--- config.mk ---
export PLATFORM = sky130hd
export DESIGN_NAME = branch_resolve_unit
export DESIGN_NICKNAME = d
export VERILOG_FILES = /design/src/rtl/branch_resolve_unit.sv
export SDC_FILE = /design/constraint.sdc
export NUM_CORES = 1
export LEC_CHECK = 0
export CELL_PAD_IN_SITES_DETAIL_PLACEMENT = 1
export CELL_PAD_IN_SITES_GLOBAL_PLACEMENT = 1
export CORE_ASPECT_RATIO = 0.9
export CORE_MARGIN = 5
export CORE_UTILIZATION = 35
export CTS_CLUSTER_DIAMETER = 60
export DETAILED_ROUTE_END_ITERATION = 8
export PLACE_DENSITY_LB_ADDON = 0.1
export SLEW_MARGIN = 25
export SYNTH_ARGS = -nofsm -noshare
export SYNTH_HDL_FRONTEND = slang
export SYNTH_SLANG_ARGS = --single-unit
--- constraint.sdc ---
create_clock -name i_clk -period 7.5 [get_ports i_clk]
set_input_delay 1.5 -clock i_clk [delete_from_list [all_inputs] [get_ports i_clk]]
set_output_delay 1.5 -clock i_clk [all_outputs]
set_load 0.05 [all_outputs]
--- src/rtl/branch_resolve_unit.sv ---
// EX-stage conditional branch resolver with a 2-bit saturating predictor table
// and saturating branch/mispredict statistics.
module branch_resolve_unit #(
    parameter int unsigned IDX_BITS = 4,
    parameter int unsigned CNT_W    = 16
) (
    input  logic             i_clk,
    input  logic             i_rst_n,
    input  logic             i_ex_valid,
    input  logic             i_ex_is_branch,
    input  logic [2:0]       i_ex_funct3,
    input  logic             i_zero_flag,
    input  logic             i_sign_flag,
    input  logic             i_overflow_flag,
    input  logic             i_carry_flag,
    input  logic [31:0]      i_ex_pc,
    input  logic [31:0]      i_ex_imm,
    input  logic             i_ex_pred_taken,
    input  logic             i_stall,
    input  logic [31:0]      i_if_pc,
    output logic             o_if_pred_taken,
    output logic             o_redirect_valid,
    output logic [31:0]      o_redirect_pc,
    output logic             o_illegal_branch,
    output logic [CNT_W-1:0] o_branch_cnt,
    output logic [CNT_W-1:0] o_mispredict_cnt
);

    localparam int unsigned ENTRIES = 2 ** IDX_BITS;
    localparam logic [CNT_W-1:0] CNT_ONE = 1;

    logic [1:0]          r_bht [ENTRIES];
    logic                r_redirect_valid;
    logic [31:0]         r_redirect_pc;
    logic                r_illegal_branch;
    logic [CNT_W-1:0]    r_branch_cnt;
    logic [CNT_W-1:0]    r_mispredict_cnt;

    logic [IDX_BITS-1:0] w_if_idx;
    logic [IDX_BITS-1:0] w_ex_idx;
    logic                w_legal;
    logic                w_taken;
    logic                w_resolve;
    logic                w_legal_resolve;
    logic                w_illegal_resolve;
    logic                w_mispredict;
    logic [31:0]         w_target;
    logic [1:0]          w_ctr_old;
    logic [1:0]          w_ctr_new;

    assign w_if_idx = i_if_pc[IDX_BITS+1:2];
    assign w_ex_idx = i_ex_pc[IDX_BITS+1:2];

    // Table read is asynchronous, so a same-cycle update is seen only after the edge.
    assign o_if_pred_taken = r_bht[w_if_idx][1];

    always_comb begin
        w_legal = 1'b1;
        w_taken = 1'b0;
        case (i_ex_funct3)
            3'b000:  w_taken = i_zero_flag;
            3'b001:  w_taken = ~i_zero_flag;
            3'b100:  w_taken = i_sign_flag ^ i_overflow_flag;
            3'b101:  w_taken = ~(i_sign_flag ^ i_overflow_flag);
            3'b110:  w_taken = ~i_carry_flag;
            3'b111:  w_taken = i_carry_flag;
            default: w_legal = 1'b0;
        endcase
    end

    assign w_resolve         = i_ex_valid & i_ex_is_branch & ~i_stall;
    assign w_legal_resolve   = w_resolve & w_legal;
    assign w_illegal_resolve = w_resolve & ~w_legal;
    assign w_mispredict      = w_taken != i_ex_pred_taken;
    assign w_target          = i_ex_pc + (w_taken ? i_ex_imm : 32'd4);

    assign w_ctr_old = r_bht[w_ex_idx];

    always_comb begin
        w_ctr_new = w_ctr_old;
        if (w_taken) begin
            if (w_ctr_old != 2'b11) w_ctr_new = w_ctr_old + 2'd1;
        end else begin
            if (w_ctr_old != 2'b00) w_ctr_new = w_ctr_old - 2'd1;
        end
    end

    always_ff @(posedge i_clk) begin
        if (!i_rst_n) begin
            for (int unsigned i = 0; i < ENTRIES; i++) begin
                r_bht[i] <= 2'b01;
            end
            r_redirect_valid <= 1'b0;
            r_redirect_pc    <= 32'd0;
            r_illegal_branch <= 1'b0;
            r_branch_cnt     <= '0;
            r_mispredict_cnt <= '0;
        end else begin
            r_redirect_valid <= w_legal_resolve & w_mispredict;
            r_illegal_branch <= w_illegal_resolve;
            if (w_legal_resolve) begin
                r_redirect_pc     <= w_target;
                r_bht[w_ex_idx]   <= w_ctr_new;
                if (r_branch_cnt != '1) begin
                    r_branch_cnt <= r_branch_cnt + CNT_ONE;
                end
                if (w_mispredict && (r_mispredict_cnt != '1)) begin
                    r_mispredict_cnt <= r_mispredict_cnt + CNT_ONE;
                end
            end
        end
    end

    assign o_redirect_valid = r_redirect_valid;
    assign o_redirect_pc    = r_redirect_pc;
    assign o_illegal_branch = r_illegal_branch;
    assign o_branch_cnt     = r_branch_cnt;
    assign o_mispredict_cnt = r_mispredict_cnt;

endmodule

==> flow_summary_export.csv, run 1 <==
group,metric,value,unit
status,outcome,"finished clean",
clocking,clock_path_buffers,2,
setup_path,worst-setup-path-type,"in -> reg",
setup_path,worstReg2RegEnd,"r_bht[3][1]",
synthesis,synth_top_cell_by_area,"dfxtp_1",
setup_path,reg2regPathDepth,5,
setup_path,rr_startpoint,"r_bht[3][1]",
synthesis,synth-async-reset-ratio,0,
clocking,cts_tree,"built",
route,vias,5514,
sta,setup_violations,0,
min_path,hold_start,"o_redirect_pc[3]",
global_routing,grt_pass1_wl,29890,um
clocking,hold_buffers,0,
final_layout,layout.cells.non_filler,1062,
setup_path,r2r_slack,4990,ps
final_layout,antennaDiodeCount,0,
global_routing,grt_pass1_vias,5862,
global_routing,grt_overflow,0,
final_layout,utilization,0.4752,
placed_design,dpl.hpwl,14650,um
power,powerDensity,169.4,nW/um^2
power,p_switching,419.2,uW
route,drc,0,
power,internal_power,949.5,uW
synthesis,yosys_warnings,0,
route,met3_length,765,um
synthesis,syn_inst,685,
route,routed_via_density,5.192,
synthesis,yosys.area.top_type_share,0.2167,
synthesis,synth_area,6098,um^2
power,leakage,2.960,nW
synthesis,synth_flop_cell,"dfxtp_1",
power,swShare,0.3063,
placed_design,place.gp.congestion,0.8601,
placed_design,placed_cells,1046,
sta,hold_violations,0,
route,drt_pass1_iterations,4,
min_path,hold_path_class,"reg -> reg",
final_layout,area_growth,32.50,%
power,vdd_drop_max,0.0001084,V
route,wirelength_met1,8143,um
clocking,clock-sinks,98,
placed_design,port_buffers,147,
min_path,holdPathEnd,"o_redirect_pc[3]",
sta,rsz0062_at_grt,"false",
setup_path,start_kind,"input pin",
clocking,cts.reportedPaths.clkPinSlew,70,ps
power,p_comb_frac,0.251,
sta,setup_slack,1964,ps
min_path,holdPathStages,2,
final_layout,drive_gt1_frac,0.06530,
route,routed_wl,18620,um
synthesis,syn-mean-instance-area,8.903,um^2
setup_path,setup.worst_path.start,"i_sign_flag",
clocking,clock_latency,360,ps
synthesis,synth_edf_count,32,
die,row_count,45,
route,wl_met2,9443,um
sta,drv_slew,0,
die,coreArea,17000,um^2
die,fp.dieW,149.1,um
sta,fmax,180.6,MHz
final_layout,final_common_cell,"clkdlybuf4s50_1",
power,seqPwrFrac,0.414,
final_layout,final_cell_mix,"clkdlybuf4s50_1 (147), nand2_1 (102), dfxtp_1 (66), nor2_1 (55), a21oi_1 (49)",
sta,tightest_slew,857.5,ps
sta,tns,0,ps
route,drt-initial-drc-count,255,
power,power_frac_clock,0.336,
sta,relSlewSlack,0.4265,
sta,period_needed,5536,ps
clocking,postCtsSetupBuffers,0,
die,start_util,0.3586,
die,die-area,20170,um^2
die,die_h,135.2,um
synthesis,ys_seq_area_frac,0.3742,
flow_run,maxCapViolCount,0,
setup_path,critPathArrivalTime,5750,ps
global_routing,grt_usage,0.1841,
route,post_drt_wl_per_cell,17.53,um
placed_design,post-place-ws,1575,ps
synthesis,synth-seq-cells,98,
route,ant_nets,0,
route,highest_layer,"met5",
synthesis,synth_area_leaders,"dfxtp_1 (22%), edfxtp_1 (16%), ha_1 (7.0%)",
setup_path,worstSetupEndpointType,"register",
die,ioPinCount,176,
final_layout,final_net_count,966,
final_layout,fillers,1978,
setup_path,required,7720,ps
setup_path,cp_max_fo,24,
global_routing,grt_max_degree,43,
sta,clock_skew,6.686,ps
sta,fin_crit_sh,0.7381,
global_routing,grt_antenna_before_repair,1,
clocking,cts_made_buffers,9,
clocking,clock-root-buffer,"clkbuf_16",
synthesis,synth_cell_type_count,63,
clocking,htreeDepth,3,
clocking,postCtsResizedCells,0,
synthesis,syn-num-nets,829,
-- registers in the layout (all words and copies together), names as in the netlist --
name              count
o_illegal_branch      1
r_bht                32
o_mispredict_cnt     16
o_redirect_pc        32
o_redirect_valid      1
o_branch_cnt         16
-- kinds of logic (layout without fill, tap and decap cells) --
kind of cell / after synthesis / count (layout) / synth area share
DFF: 98 / 98 / 0.3742
muxes: 18 / 18 / 0.05847
adders and majority gates: 37 / 37 / 0.07653
buffers and inverters: 44 / 186 / 0.03242
and+or+nand+nor: 300 / 300 / 0.2384
xor gates and xnor gates: 55 / 55 / 0.07899
AOI/OAI and AO/OA: 133 / 133 / 0.1410
-- power groups by stage --
stage | Sequential, mW | Clock, mW | Combinational [mW]
detailed placement | 0.578 | 0 | 0.344
floorplan | 0.606 | 0 | 0.195
global route | 0.567 | 0.490 | 0.378
CTS | 0.566 | 0.475 | 0.347
finish | 0.566 | 0.460 | 0.343
global placement | 0.577 | 0 | 0.337
-- per-layer routing --
layer  up-vias  global-route usage
met4         2             0.04474
li1       2704                   -
met2       107              0.3285
met3        21             0.03680
met1      2680              0.2287
met5         -                   0
-- worst max path at each step --
stage                              endpoint  depth (start not counted)  slack, ps
after global placement    o_redirect_pc[26]                         17       1670
final                     o_redirect_pc[26]                         17       1960
after CTS                 o_redirect_pc[26]                         17       1930
after global routing      o_redirect_pc[26]                         17       1690
after detailed placement  o_redirect_pc[26]                         17       1580
after floorplan           o_redirect_pc[26]                         17       2600
-- final cells by class --
| class | instances | area [um^2] | share of cell area |
|---|---|---|---|
| Multi-Input combinational cell | 543 | 3631 | 0.4494 |
| Sequential cell | 98 | 2282 | 0.2824 |
| Timing Repair Buffer | 154 | 1524 | 0.1886 |
| Tap cell | 235 | 294.0 | 0.03639 |
| Clock buffer | 11 | 252.7 | 0.03128 |
| Inverter | 16 | 60.06 | 0.007433 |
| Clock inverter | 5 | 36.28 | 0.004491 |
-- critical path: stages --
cell             delay [ps]
clkdlybuf4s50_1         480
xor2_1                  150
o21ai_1                 100
xnor2_1                 170
a21oi_4                 610
nor2b_1                 110
ha_1                    250
fa_1                    410
a21o_1                  240
a221oi_4                330
o21ai_2                 120
o211a_4                 270
o311ai_4                410
o21bai_2                130
a21oi_1                 180
xor2_1                  190
o21ai_1                  80
-- cells in the mapped netlist, types with 3 or more instances --
master and instances:
a21o_1 12, edfxtp_1 32, nand2_1 102, nor4_1 3
and4_1 5, o21ai_0 32, xnor2_1 26, nor2b_1 39
mux2i_1 3, and3_1 9, mux4_2 14, nand2b_1 7
clkbuf_1 21, dfxtp_1 66, a21oi_1 49, nor3_1 13
a211oi_1 3, or2_2 3, nand4_1 11, nand3_1 33
nor2_1 55, o21ai_1 6, o21bai_1 4, and2_1 7
o2111ai_1 3, or3_1 5, inv_1 15, ha_1 34
xor2_1 29
-- through the flow --
stage | hold slack, ps | instance area (um^2) | total power, mW
2_1_floorplan | 664.1 | 6098 | 0.8009
3_3_place_gp | 440.7 | 7791 | 0.9144
3_5_place_dp | 446.9 | 7791 | 0.9228
4_1_cts | 457.7 | 8080 | 1.388
5_1_grt | 480.9 | 8080 | 1.435
6_report | 453.5 | 8080 | 1.369
(Power assumes the default switching activity.)
==> run 2, diff against run 1 <==
--- a/config.mk
+++ b/config.mk
@@ -9,7 +9,7 @@
 export CELL_PAD_IN_SITES_GLOBAL_PLACEMENT = 1
 export CORE_ASPECT_RATIO = 0.9
 export CORE_MARGIN = 5
-export CORE_UTILIZATION = 35
+export CORE_UTILIZATION = 32
 export CTS_CLUSTER_DIAMETER = 60
 export DETAILED_ROUTE_END_ITERATION = 8
 export PLACE_DENSITY_LB_ADDON = 0.1
==> constraint.sdc (replaced) <==
create_clock -name i_clk -period 4.9 [get_ports i_clk]
set_input_delay 0.98 -clock i_clk [delete_from_list [all_inputs] [get_ports i_clk]]
set_output_delay 0.98 -clock i_clk [all_outputs]
set_load 0.05 [all_outputs]
==> flow_summary_export.csv, run 2 (synthesized netlist as in run 1, its figures left out) <==
group,metric,value,unit
clocking,clock-root-buffer,"clkbuf_16",
final_layout,fillers,2216,
global_routing,grt_max_degree,43,
setup_path,critPathBufInv,1,
sta,fin_crit_sh,0.9266,
global_routing,grt_usage,0.1671,
global_routing,grt_pass1_vias,5765,
sta,drv_slew,0,
clocking,postCtsResizedCells,0,
power,powerDensity,259.0,nW/um^2
route,routed_wl,18480,um
route,post_drt_wl_per_cell,16.93,um
route,drc,0,
power,power_frac_clock,0.338,
placed_design,dpl.hpwl,14770,um
clocking,cts_tree,"built",
route,vias,5503,
flow_run,maxCapViolCount,0,
setup_path,cp_max_fo,5,
sta,clock_skew,7.817,ps
route,ant_nets,0,
die,die_h,141.0,um
clocking,cts_made_buffers,9,
die,coreArea,18580,um^2
sta,period_needed,4541,ps
setup_path,slowest_delay,480,ps
route,drt_pass1_iterations,4,
final_layout,drive_gt1_frac,0.08402,
clocking,clock_latency,350,ps
power,leakage,3.060,nW
power,swShare,0.3007,
sta,fmax,220.2,MHz
setup_path,cp_cell_sequence,"clkdlybuf4s50_1, xor2_1, o21ai_1, xnor2_1, a21oi_4, nor2b_1, ha_1, fa_1, a21o_1, a221oi_4, o21ai_2, o211a_4, o311ai_4, o21bai_2, o21ai_1, xor2_1, o21ai_1",
sta,rsz0062_at_grt,"false",
setup_path,path_common_cell,"o21ai_1",
sta,setup_violations,0,
die,die-area,21920,um^2
final_layout,final_common_cell,"clkdlybuf4s50_1",
die,ioPinCount,176,
placed_design,port_buffers,147,
clocking,hold_buffers,0,
setup_path,required,5120,ps
sta,hold_violations,0,
power,p_switching,642.4,uW
die,fp.dieW,155.5,um
clocking,cts.reportedPaths.clkPinSlew,80,ps
placed_design,place.gp.congestion,0.8614,
setup_path,worstSetupEndpointType,"register",
power,seqPwrFrac,0.405,
die,start_util,0.3282,
global_routing,grt_pass1_wl,29490,um
clocking,clock_path_buffers,2,
global_routing,grt_overflow,0,
setup_path,crit_slowest_cell,"clkdlybuf4s50_1",
final_layout,area_growth,35.27,%
setup_path,cp_top_family,"compound AO/OA/AOI/OAI gates",
clocking,htreeDepth,3,
setup_path,start_kind,"input pin",
clocking,postCtsSetupBuffers,0,
power,internal_power,1.494,mW
final_layout,seq_area,2282,um^2
power,vdd_drop_max,0.0001521,V
route,drt-initial-drc-count,177,
sta,tightest_slew,743.4,ps
global_routing,grt_antenna_before_repair,0,
min_path,hold_path_class,"reg -> reg",
clocking,clock-sinks,98,
status,outcome,"finished clean",
final_layout,final_net_count,984,
setup_path,critPathArrivalTime,4760,ps
sta,tns,0,ps
sta,relSlewSlack,0.5006,
power,p_comb_frac,0.257,
final_layout,final_cell_mix,"clkdlybuf4s50_1 (147), nand2_1 (102), dfxtp_1 (66), nor2_1 (55), a21oi_1 (49)",
die,row_count,47,
setup_path,worst-setup-path-type,"in -> reg",
route,routed_via_density,5.039,
power,total_power,2.137,mW
final_layout,multi_input_area,3631,um^2
[run 2: path summary, 6_finish.rpt]
check	start	end	slack, ps	depth (start not counted)
worst max-delay path	i_overflow_flag	o_redirect_pc[28]	360	17
worst min-delay path	o_redirect_pc[9]	o_redirect_pc[9]	450	2
worst max register to register	r_bht[9][1]	r_bht[6][1]	2400	5
worst min register to register	o_redirect_pc[9]	o_redirect_pc[9]	450	2
[run 2: worst reg2reg max path, stage by stage, from the launching register on]
cell,delay (ps)
edfxtp_1,400
mux4_2,500
mux2_2,280
o21ai_0,270
maj3_1,670
nor2_1,100
[run 2: area by class of cell]
cell class | count | area share
antenna | 2 | 0.0006067
clock buffer | 9 | 0.02730
clock inverter | 7 | 0.008191
inverter | 16 | 0.007280
multi-input combinational | 543 | 0.4402
sequential | 98 | 0.2767
tap | 245 | 0.03716
timing repair buffer | 172 | 0.2026
[run 2: per-layer routing]
layer / routed length (um) / global-route usage / up-vias
li1: - / - / 2739
met1: 8483 / 0.2165 / 2632
met2: 8920 / 0.2804 / 112
met3: 738 / 0.03218 / 20
met4: 342 / 0.05573 / 0
met5: 0 / 0 / -
[run 2: power groups by stage]
| stage | Clock [mW] | Combinational, mW | Sequential [mW] |
|---|---|---|---|
| final | 0.722 | 0.548 | 0.866 |
| after global routing | 0.773 | 0.601 | 0.868 |
| after CTS | 0.747 | 0.554 | 0.867 |
| after detailed placement | 0 | 0.551 | 0.885 |
| after global placement | 0 | 0.542 | 0.884 |
| after floorplan | 0 | 0.298 | 0.927 |
[run 2: per-stage QoR]
step / hold WS [ps] / setup WS (ps) / utilization / instance area [um^2] / std cells
6_report: 449.3 / 359.5 / 0.4439 / 8249 / 1092
4_1_cts: 453.9 / 348.7 / 0.4436 / 8244 / 1090
2_1_floorplan: 664.1 / 518.5 / - / 6098 / 685
5_1_grt: 477.8 / 174.2 / 0.4436 / 8244 / 1090
3_3_place_gp: 440.2 / 57.53 / 0.4279 / 7951 / 1074
3_5_place_dp: 442.9 / -21.17 / 0.4279 / 7951 / 1074
